File: src/rtl/detect_collector.sv
// detect_collector: groups per-channel detection reports into one event frame
// per acoustic event, held for the processor until acknowledged.
module detect_collector #(
    parameter int unsigned NUM_CH = 4,
    parameter int unsigned TW     = 32,
    parameter int unsigned DROP_W = 16
) (
    input  logic                   clk,
    input  logic                   rst,
    input  logic                   enable,
    input  logic [31:0]            window_len,
    input  logic [4:0]             min_ch,
    input  logic [NUM_CH-1:0]      ch_valid,
    input  logic [NUM_CH*TW-1:0]   ch_time,
    output logic [NUM_CH-1:0]      ch_ack,
    output logic                   frame_valid,
    input  logic                   frame_ack,
    output logic [NUM_CH-1:0]      frame_mask,
    output logic [NUM_CH*TW-1:0]   frame_times,
    output logic                   frame_tmo,
    output logic [DROP_W-1:0]      drop_cnt
);

    localparam int unsigned PC_W  = 6;
    localparam int unsigned WIN_W = 32;
    localparam int unsigned SUM_W = DROP_W + PC_W;

    typedef enum logic [1:0] {
        S_IDLE    = 2'd0,
        S_COLLECT = 2'd1,
        S_PRESENT = 2'd2
    } state_e;

    state_e                 state_q, state_d;
    logic [NUM_CH-1:0]      mask_q, mask_d;
    logic [NUM_CH*TW-1:0]   times_q, times_d;
    logic                   tmo_q, tmo_d;
    logic                   valid_q, valid_d;
    logic [NUM_CH-1:0]      ack_q, ack_d;
    logic [WIN_W-1:0]       wcnt_q, wcnt_d;
    logic [DROP_W-1:0]      drop_q, drop_d;

    logic [NUM_CH-1:0]      cap;
    logic [NUM_CH-1:0]      drop_bits;
    logic [NUM_CH-1:0]      new_mask;
    logic [NUM_CH*TW-1:0]   times_cap;
    logic [PC_W-1:0]        min_eff;
    logic [SUM_W-1:0]       drop_sum;

    function automatic logic [PC_W-1:0] popcount(input logic [NUM_CH-1:0] v);
        logic [PC_W-1:0] n;
        n = '0;
        for (int i = 0; i < NUM_CH; i++) begin
            n = n + PC_W'(v[i]);
        end
        return n;
    endfunction

    // Which reports are captured vs dropped this edge, and the resulting frame contents
    always_comb begin
        cap       = '0;
        drop_bits = '0;
        if (!enable) begin
            drop_bits = ch_valid;
        end else begin
            case (state_q)
                S_IDLE:    cap = ch_valid;
                S_COLLECT: begin
                    cap       = ch_valid & ~mask_q;
                    drop_bits = ch_valid & mask_q;
                end
                S_PRESENT: drop_bits = ch_valid;
                default:   drop_bits = ch_valid;
            endcase
        end
        new_mask  = mask_q | cap;
        times_cap = times_q;
        for (int i = 0; i < NUM_CH; i++) begin
            if (cap[i]) begin
                times_cap[i*TW +: TW] = ch_time[i*TW +: TW];
            end
        end
        min_eff  = (min_ch == 5'd0) ? PC_W'(1) : PC_W'(min_ch);
        drop_sum = SUM_W'(drop_q) + SUM_W'(popcount(drop_bits));
    end

    // Next-state and registered-output logic
    always_comb begin
        state_d = state_q;
        mask_d  = mask_q;
        times_d = times_q;
        tmo_d   = tmo_q;
        valid_d = valid_q;
        wcnt_d  = wcnt_q;
        ack_d   = cap;

        if (drop_sum > SUM_W'({DROP_W{1'b1}})) begin
            drop_d = '1;
        end else begin
            drop_d = drop_sum[DROP_W-1:0];
        end

        if (!enable) begin
            state_d = S_IDLE;
            mask_d  = '0;
            times_d = '0;
            tmo_d   = 1'b0;
            valid_d = 1'b0;
            wcnt_d  = '0;
        end else begin
            case (state_q)
                S_IDLE: begin
                    if (|cap) begin
                        mask_d  = new_mask;
                        times_d = times_cap;
                        tmo_d   = 1'b0;
                        wcnt_d  = '0;
                        if (&new_mask) begin
                            state_d = S_PRESENT;
                            valid_d = 1'b1;
                        end else begin
                            state_d = S_COLLECT;
                        end
                    end
                end
                S_COLLECT: begin
                    mask_d  = new_mask;
                    times_d = times_cap;
                    wcnt_d  = wcnt_q + WIN_W'(1);
                    if (&new_mask) begin
                        state_d = S_PRESENT;
                        valid_d = 1'b1;
                        tmo_d   = 1'b0;
                    end else if (wcnt_q >= window_len) begin
                        if (popcount(new_mask) >= min_eff) begin
                            state_d = S_PRESENT;
                            valid_d = 1'b1;
                            tmo_d   = 1'b1;
                        end else begin
                            state_d = S_IDLE;
                            mask_d  = '0;
                            times_d = '0;
                            tmo_d   = 1'b0;
                        end
                    end
                end
                S_PRESENT: begin
                    if (frame_ack) begin
                        state_d = S_IDLE;
                        valid_d = 1'b0;
                        mask_d  = '0;
                        times_d = '0;
                        tmo_d   = 1'b0;
                    end
                end
                default: begin
                    state_d = S_IDLE;
                    valid_d = 1'b0;
                    mask_d  = '0;
                    times_d = '0;
                    tmo_d   = 1'b0;
                end
            endcase
        end
    end

    // State and output registers
    always_ff @(posedge clk or negedge rst) begin
        if (!rst) begin
            state_q <= S_IDLE;
            mask_q  <= '0;
            times_q <= '0;
            tmo_q   <= 1'b0;
            valid_q <= 1'b0;
            ack_q   <= '0;
            wcnt_q  <= '0;
            drop_q  <= '0;
        end else begin
            state_q <= state_d;
            mask_q  <= mask_d;
            times_q <= times_d;
            tmo_q   <= tmo_d;
            valid_q <= valid_d;
            ack_q   <= ack_d;
            wcnt_q  <= wcnt_d;
            drop_q  <= drop_d;
        end
    end

    assign ch_ack      = ack_q;
    assign frame_valid = valid_q;
    assign frame_mask  = mask_q;
    assign frame_times = times_q;
    assign frame_tmo   = tmo_q;
    assign drop_cnt    = drop_q;

endmodule

File: config.mk
export PLATFORM = sky130hd
export DESIGN_NAME = detect_collector
export DESIGN_NICKNAME = d
export VERILOG_FILES = /design/src/rtl/detect_collector.sv
export SDC_FILE = /design/constraint.sdc
export NUM_CORES = 1
export LEC_CHECK = 0
export ABC_AREA = 1
export CORE_MARGIN = 2
export CORE_UTILIZATION = 26
export CTS_BUF_LIST = sky130_fd_sc_hd__clkbuf_8
export DETAILED_ROUTE_END_ITERATION = 8
export GPL_TIMING_DRIVEN = 0
export PLACE_DENSITY = 0.49
export SLEW_MARGIN = 0
export SYNTH_ARGS = -nofsm -noshare
export SYNTH_HDL_FRONTEND = slang
export SYNTH_SLANG_ARGS = --single-unit
File: constraint.sdc
create_clock -name clk -period 9.1 [get_ports clk]
set_input_delay 0.91 -clock clk [delete_from_list [all_inputs] [get_ports clk]]
set_output_delay 0.91 -clock clk [all_outputs]
set_load 0.01 [all_outputs]
=== After elaboration in Yosys (flattened, before gate mapping) ===
Index checks and enable logic that the tools add are counted.

* Flip-flop bits (word level): 188
* Input port bits: 173
* Output and inout port bits: 154
* Logic and storage cells: 88

* $add $sub $neg: 8
* $lt $le $gt $ge: 3
* Eq/ne operators: 8
* Mux-type cells: 49
* Bitwise operators: 4
* Reduce and logical (&&, ||, !) cells: 8

{| class="wikitable"
|+ Operators by type and width
! cell !! count
|-
| 2-to-1 mux 128 bit || 6
|-
| case mux 128 bit (3 select lines) || 1
|-
| 2-to-1 mux 32 bit || 6
|-
| case mux 32 bit (2 select lines) || 1
|-
| adder 32 x 1 -> 32 bit (second input constant) || 1
|-
| >= comparator 32 bit || 1
|-
| 2-to-1 mux 4 bit || 8
|-
| adder 16 x 4 -> 17 bit || 1
|-
| > comparator 17 x 16 -> 1 bit (second input constant) || 1
|-
| 2-to-1 mux 16 bit || 1
|-
| case mux 4 bit (2 select lines) || 2
|-
| 2-to-1 mux 2 bit || 7
|-
| 2-to-1 mux 1 bit || 12
|-
| case mux 4 bit (3 select lines) || 1
|-
| inequality test 3 bit (second input constant) || 3
|-
| adder 3 x 1 -> 4 bit || 2
|-
| bitwise AND 4 bit || 2
|-
| inequality test 4 bit (second input constant) || 2
|-
| adder 2 x 1 -> 3 bit || 2
|-
| case mux 1 bit (3 select lines) || 2
|-
| case mux 2 bit (3 select lines) || 1
|-
| >= comparator 4 x 5 -> 1 bit || 1
|-
| logical NOT 5 bit || 1
|-
| 2-to-1 mux 5 bit || 1
|-
| other kinds (12) || 14
|}

=== Depth between registers and ports, before layout ===
Gate-level depths: netlist of the first run.

* Depth after elaboration: 14
* Gate-level depth with buffers: 24
* Mapped depth without buffers: 20

=== Worst setup path after synthesis of the first run ===
Ideal clock, no wire load.

* Path type: input-to-reg
* Start: in enable
* End: reg times_q[127], in the netlist frame_times[127]
* Data arrival time: 3845 ps
* Required time: 8970 ps
* Slack: 5125 ps
* Stages on the path: 23
* Cell sequence: inv_2 nor2_4 buf_6 nand3_1 buf_2 nand2_1 inv_1 fa_1 inv_1 ha_1 ha_1 ha_1 o21ai_0 nand2_1 a21o_1 nand2_1 nand2_1 inv_2 nand3_2 buf_4 buf_4 nand3_1 o21ai_1

* Word-level cells in the longest chain between the ends: 11
* Elaborated cells between the ends (all ways): 18

{| class="wikitable"
|+ Ends and longest elaborated chain
! what !! RTL line !! text
|-
| from (decl) || 10 || <nowiki>input logic enable,</nowiki>
|-
| 2-to-1 mux 4 bit || 63 || <nowiki>if (!enable) begin</nowiki>
|-
| bitwise OR 4 bit || 76 || <nowiki>new_mask = mask_q | cap;</nowiki>
|-
| adder 1 x 1 -> 2 bit || 54 || <nowiki>n = n + PC_W'(v[i]);</nowiki>
|-
| adder 2 x 1 -> 3 bit || 54 ||
|-
| adder 3 x 1 -> 4 bit || 54 ||
|-
| >= comparator 4 x 5 -> 1 bit || 135 || <nowiki>if (popcount(new_mask) >= min_eff) begin</nowiki>
|-
| 2-to-1 mux 128 bit || 135 ||
|-
| 2-to-1 mux 128 bit || 134 || <nowiki>end else if (wcnt_q >= window_len) begin</nowiki>
|-
| 2-to-1 mux 128 bit || 130 || <nowiki>if (&new_mask) begin</nowiki>
|-
| case mux 128 bit (3 select lines) || 111 || <nowiki>case (state_q)</nowiki>
|-
| 2-to-1 mux 128 bit || 103 || <nowiki>if (!enable) begin</nowiki>
|-
| to (signal assigned) || 181 || <nowiki>times_q <= times_d;</nowiki>
|-
| to (decl) || 36 || <nowiki>logic [NUM_CH*TW-1:0] times_q, times_d;</nowiki>
|}

Several ways; a longest one is shown, not always the timed one. The select of a mux whose other input is x is not followed.
A chain may end at the register's enable or synchronous reset.

=== Final worst setup path of the first run ===
* Start: in enable
* End: reg times_q[38], in the netlist frame_times[38]

The elaborated chain is that of the path after synthesis.

==> flow_summary_export.csv, run 1 <==
group,metric,value,unit
yosys,syn_area,11600,um^2
drt,drc_errors,0,
place,place_congestion,0.859,
sta,fin_crit,4.70,ns
global_route,antenna_found_initial,4,
setup_path,crit_top_cell,"nand2_1",
outcome,status,"finished, final reports clean",
sta,grt_setup_unrepaired,"false",
floorplanning,placement_rows,77,
power,p_leak,7.18,nW
power,switching_share,41.0,%
power,internal_power,1.77,mW
yosys,avgSynthCellArea,7.15,um^2
drt,routed_via_density,4.58,
setup_path,crit_path_start,"enable",
setup_path,cp_cell_sequence,"clkdlybuf4s50_1 -> inv_2 -> nor2_4 -> nand3_1 -> clkbuf_1 -> nand2_1 -> inv_1 -> fa_1 -> inv_1 -> ha_1 -> ha_1 -> ha_1 -> o21ai_0 -> nand2_1 -> a21o_1 -> nand2_1 -> nand2_1 -> inv_2 -> nand3_2 -> buf_4 -> buf_4 -> nand3_1 -> o21ai_1",
yosys,synth_fp_nets,1834,
setup_path,end_kind,"flop",
power,power_density,187,nW/um^2
yosys,yosys-top-cells-area,"dfrtp_1, nand2_1, inv_1",
sta,finalCritPeriodShare,51.6,%
yosys,netlist_instances,1617,
global_route,grt.total_usage,18.7,%
sta,worst_pin_slew,0.825,ns
global_route,grt_pass1_wl,66.5,mm
clocking,clk_pin_slew_worst_paths,0.10,ns
sta,hold_viol,0,
clocking,hold_buffers,0,
setup_path,cpPeakStageDelay,0.53,ns
setup_path,cp.required,9.53,ns
finish,num-fill-cells,4642,
power,total_power,2.99,mW
sta,whs,0.293,ns
sta,fmaxAchievable,213,MHz
place,port_buffers,326,
clocking,post-cts-setup-buffers,0,
power,ir_drop,0.107,mV
drt,final_antenna_net_count,0,
floorplanning,coreArea,44000,um^2
yosys,async_reset_ff_share,100,%
drt,num_vias,11800,
power,p_seq_share,35.8,%
yosys,yosysSeqAreaShare,40.7,%
drt,first_iter_violations,759,
setup_path,reg2reg_setup_slack,4.88,ns
clocking,cts_root_buffer,"clkbuf_8",
global_route,grt_pass1_vias,11500,
setup_path,r2r-end,"frame_times[38]$_DFFE_PN0P_",
job,max-cap-violations,0,
clocking,clk_latency,0.57,ns
yosys,synth_top_area_share,40.7,%
sta,slew_viol_final,0,
place,dp_hpwl,32.2,mm
global_route,overflow,0,
power,switchingPower,1.23,mW
floorplanning,die_x,215,um
drt,drt_first_pass_iters,7,
clocking,cts_buffers,17,
setup_path,worstRegToRegCells,22,
setup_path,crit_type,"in2reg",
clocking,cts_tree,"built",
yosys,synth.ff_latch_count,188,
sta,fin_worst_skew,0.0181,ns
setup_path,cpMaxStageDelayCell,"fa_1",
floorplanning,die_h,215,um
sta,setup_viol,0,
floorplanning,io_pins,327,
setup_path,timing.rr.start,"state_q[1]$_DFFE_PN0P_",
sta,slew_headroom,45.0,%
setup_path,cp_top_family,"buffers and inverters",
finish,final_layout_size_suffix_gt1_share,4.71,%
drt,finalWirelength,43.1,mm
clocking,clock-sinks,188,
yosys,ys_warn_count,0,
setup_path,crit_buf_inv,8,
floorplanning,initial_core_util,26.3,%
power,p_comb_share,45.2,%
clocking,htreeDepth,4,
yosys,synth_top_flop_cell,"dfrtp_1",
finish,fin_nets,2180,
yosys,synth_edf_count,0,
clocking,cts_resized,0,
yosys,synth_largest_area_cell,"dfrtp_1",
floorplanning,dieArea,46200,um^2
setup_path,cp.arrival,5.13,ns
clocking,cts_buffer_depth,2,
drt,post_drt_wl_per_cell,16.8,um
hold_path,min_path_type,"in2async",
finish,syn2layout_area_growth,38.2,%
yosys,synth.distinct_cells,45,
setup_path,path_max_fanout,10,
power,clkPwrFrac,19.0,%
global_route,grt_max_degree,106,
setup_path,critical_path.startpoint_type,"input pin",
==> worst max path at each step <==
stage | end | slack, ns | depth (start not counted)
after floorplan | frame_times[127]$_DFFE_PN0P_ | 5.12 | 23
after global placement | frame_times[11]$_DFFE_PN0P_ | -1.90 | 1
after detailed placement | frame_times[38]$_DFFE_PN0P_ | 3.75 | 23
after CTS | frame_times[38]$_DFFE_PN0P_ | 4.39 | 23
after global routing | frame_times[41]$_DFFE_PN0P_ | 4.12 | 23
final | frame_times[38]$_DFFE_PN0P_ | 4.40 | 23
==> layer usage <==
metal	vias up	GRT usage, %	share of wire, %
met1	5557	23.9	45
met2	300	29.3	46
met4	0	7.92	3.0
li1	5871	-	-
met3	51	5.53	5.9
met5	-	0	0
==> flip-flops by register name, summed over array words and instances (netlist names) <==
signal       cells
frame_tmo        1
drop_cnt        16
frame_mask       4
wcnt_q          32
frame_valid      1
frame_times    128
state_q          2
ch_ack           4
==> cell usage in the layout (no fill, tap or decap), drive strengths merged, types with 4 or more instances in the layout <==
cell type,Yosys,routed
fa,4,4
o31ai,4,4
ha,40,40
buf,47,49
nor2,183,183
dfrtp,188,188
diode,0,7
clkinv,0,4
clkinvlp,0,4
clkbuf,44,63
a21oi,24,24
o21ai,285,285
nand2,310,310
a21o,4,4
inv,244,246
xor2,14,14
nor3,35,35
nand3,154,154
nand4,15,15
clkdlybuf4s50,0,325
==> final cells by class <==
type,instances,area [um^2],area share (%)
multi-input combinational,1094,5450,34.1
inverter,244,918,5.75
buffer,91,490,3.07
antenna,7,17.5,0.110
sequential,188,4700,29.5
timing repair buffer,327,3300,20.6
clock inverter,11,96.3,0.603
clock buffer,19,262,1.64
tap,592,741,4.64
==> worst register-to-register path: stages (launching register included) <==
cell and delay, ns:
dfrtp_1 0.38, buf_6 0.14, nor2_4 0.12, nand3_1 0.22
clkbuf_1 0.34, nand2_1 0.16, inv_1 0.08, fa_1 0.53
inv_1 0.04, ha_1 0.17, ha_1 0.28, ha_1 0.29
o21ai_0 0.07, nand2_1 0.07, a21o_1 0.17, nand2_1 0.12
nand2_1 0.08, inv_2 0.05, nand3_2 0.14, buf_4 0.26
buf_4 0.23, nand3_1 0.09, o21ai_1 0.07
==> stage by stage <==
step	setup slack [ns]	utilization [%]	cells	cell area [um^2]	setup TNS, ns
after floorplan	5.12	-	1617	11600	0
after global placement	-1.90	35.3	2535	15600	-352.37
after detailed placement	3.75	35.4	2536	15600	0
after CTS	4.39	36.2	2566	16000	0
after global routing	4.12	36.3	2570	16000	0
final	4.40	36.3	2573	16000	0
==> power groups by stage <==
stage / combinational (mW) / sequential (mW) / clock (mW)
floorplan: 0.677 / 1.13 / 0
global placement: 1.35 / 1.09 / 0
detailed placement: 1.36 / 1.09 / 0
CTS: 1.37 / 1.07 / 0.605
global route: 1.51 / 1.09 / 0.631
finish: 1.35 / 1.07 / 0.568
==> synth_stat cells (all sizes together) (4+ instances only) <==
library cell / n
dfrtp: 188
nor3: 35
nor2: 183
ha: 40
buf: 47
fa: 4
o21ai: 285
a21o: 4
nand3: 154
a21oi: 24
inv: 244
nand2: 310
o31ai: 4
clkbuf: 44
xor2: 14
nand4: 15
==> cell families after synthesis <==
group,after synthesis,share of synthesized area [%]
buffers and inverters,335,12.2
and+or+nand+nor,706,26.2
adders and majority gates,44,5.02
DFF,188,40.7
AOI/OAI and AO/OA,327,14.6
xor gates and xnor gates,17,1.29
No activity file was read; power rests on OpenSTA's default activity.
==> run 2, diff against run 1 <==
clock period = 4.5 ns   (was 9.1 ns; I/O delays follow)
==> flow_summary_export.csv, run 2 (same netlist as run 1, synthesis figures left out) <==
group,metric,value,unit
floorplanning,die_h,215,um
sta,slew_headroom,46.1,%
clocking,htreeDepth,4,
finish,layout.cells.non_filler,2574,
setup_path,end_kind,"flop",
global_route,grt_pass1_vias,11500,
setup_path,cp.required,4.93,ns
place,dp_cells,2536,
place,dp_hpwl,32.2,mm
place,pre_cts_ws,-0.389,ns
sta,fin_crit,4.15,ns
place,place_area,15600,um^2
hold_path,min_path_type,"in2async",
sta,finalCritPeriodShare,92.2,%
floorplanning,coreArea,44000,um^2
global_route,grt.total_usage,18.7,%
finish,final_common_cell,"clkdlybuf4s50_1",
setup_path,crit_top_cell,"nand2_1",
drt,drt_first_pass_iters,7,
drt,post_drt_wl_per_cell,16.7,um
finish,final_layout_size_suffix_gt1_share,4.76,%
finish,final_cell_mix,"clkdlybuf4s50_1, nand2_1, inv_1, dfrtp_1, nor2_1",
setup_path,worstRegToRegCells,22,
global_route,grt_pass1_wl,66.6,mm
setup_path,cp_cell_sequence,"clkdlybuf4s50_1 -> inv_2 -> nor2_4 -> nand3_1 -> clkbuf_2 -> nand2_1 -> inv_1 -> fa_1 -> inv_1 -> ha_1 -> ha_1 -> ha_1 -> o21ai_0 -> nand2_1 -> a21o_1 -> nand2_1 -> nand2_1 -> inv_2 -> nand3_2 -> buf_4 -> buf_4 -> nand3_1 -> o21ai_1",
setup_path,path_max_fanout,10,
finish,syn2layout_area_growth,38.3,%
clocking,clock-sinks,188,
sta,setup_viol,0,
drt,num_vias,11700,
power,power_density,378,nW/um^2
clocking,cts_tree,"built",
setup_path,cp.arrival,4.58,ns
finish,multi_input_area,5450,um^2
clocking,cts_buffer_depth,2,
sta,grt_setup_unrepaired,"false",
drt,drc_errors,0,
setup_path,crit_type,"in2reg",
drt,finalWirelength,43.1,mm
setup_path,critical_path.startpoint_type,"input pin",
floorplanning,dieArea,46200,um^2
sta,worst_pin_slew,0.809,ns
outcome,status,"finished, final reports clean",
sta,slew_viol_final,0,
finish,regArea,4700,um^2
global_route,grt_max_degree,106,
place,port_buffers,326,
finish,num-fill-cells,4639,
drt,final_antenna_net_count,0,
global_route,overflow,0,
floorplanning,die_x,215,um
place,place_congestion,0.859,
drt,routed_via_density,4.56,
sta,fmaxAchievable,241,MHz
setup_path,cpPeakStageDelay,0.53,ns
power,ir_drop,0.215,mV
global_route,antenna_found_initial,4,
setup_path,timing.rr.start,"state_q[1]$_DFFE_PN0P_",
sta,timing.final.ws_setup,0.353,ns
floorplanning,placement_rows,77,
finish,largest_register_ff_count,128,
clocking,post-cts-setup-buffers,0,
finish,fin_nets,2181,
drt,first_iter_violations,678,
clocking,cts_buffers,17,
clocking,cts_root_buffer,"clkbuf_8",
setup_path,reg2reg_setup_slack,0.37,ns
setup_path,cpMaxStageDelayCell,"fa_1",
floorplanning,initial_core_util,26.3,%
finish,stdcell_area,16000,um^2
clocking,clk_pin_slew_worst_paths,0.10,ns
floorplanning,io_pins,327,
power,total_power,6.05,mW
setup_path,r2r-end,"frame_times[38]$_DFFE_PN0P_",
power,p_leak,7.19,nW
sta,whs,0.428,ns
clocking,clk_latency,0.57,ns
job,max-cap-violations,0,
sta,hold_viol,0,
sta,fin_worst_skew,0.0181,ns
-- run 2: worst max path at each step --
stage                                 startpoint                           end  slack, ns  cells after the start
after CTS                 state_q[1]$_DFFE_PN0P_   frame_times[38]$_DFFE_PN0P_       0.22                     22
after floorplan                           enable  frame_times[127]$_DFFE_PN0P_       0.98                     23
after detailed placement                  enable   frame_times[38]$_DFFE_PN0P_      -0.39                     23
after global routing      state_q[1]$_DFFE_PN0P_   frame_times[41]$_DFFE_PN0P_       0.04                     22
final                                     enable   frame_times[38]$_DFFE_PN0P_       0.35                     23
after global placement                       rst   frame_times[11]$_DFFE_PN0P_      -6.04                      1
-- run 2: area by class of cell --
cell class,instances,area share (%)
Antenna cell,7,0.110
Buffer,91,3.09
Clock buffer,19,1.64
Clock inverter,11,0.603
Inverter,244,5.75
Multi-Input combinational cell,1094,34.1
Sequential cell,188,29.4
Tap cell,592,4.63
Timing Repair Buffer,328,20.7
-- run 2: critical path: cells and delay by family --
family          cells  cell delay, ns
buf+inv             8            1.56
fa+ha+maj           4            1.27
simple gates        8            0.98
compound gates      3            0.30
-- run 2: per-stage QoR --
| step | TNS, ns | util [%] |
|---|---|---|
| floorplan | 0 | - |
| global placement | -1164.48 | 35.3 |
| detailed placement | -40.56 | 35.4 |
| CTS | 0 | 36.3 |
| global route | 0 | 36.3 |
| finish | 0 | 36.3 |
-- run 2: metal layers --
metal	routed length (um)	vias up	GRT usage [%]
met5	0	-	0
li1	-	5872	-
met1	19400	5520	23.9
met2	19800	305	29.3
met4	1310	0	7.92
met3	2580	51	5.53
-- run 2: where the power goes --
part           internal (mW)  switching [mW]  leakage [nW]  total (mW)
combinational           1.15            1.58          4.46        2.73
sequential              1.97           0.200          2.55        2.17
clock                  0.456           0.692         0.177        1.15
total                   3.57            2.48          7.19        6.05
-- run 2: repair_timing --
item | in CTS | in global routing
resized for setup | 0 | 4
endpoints found under the setup margin | 0 | 44
hold buffers | 1 | 0
hold endpoints to repair | 83 | 0
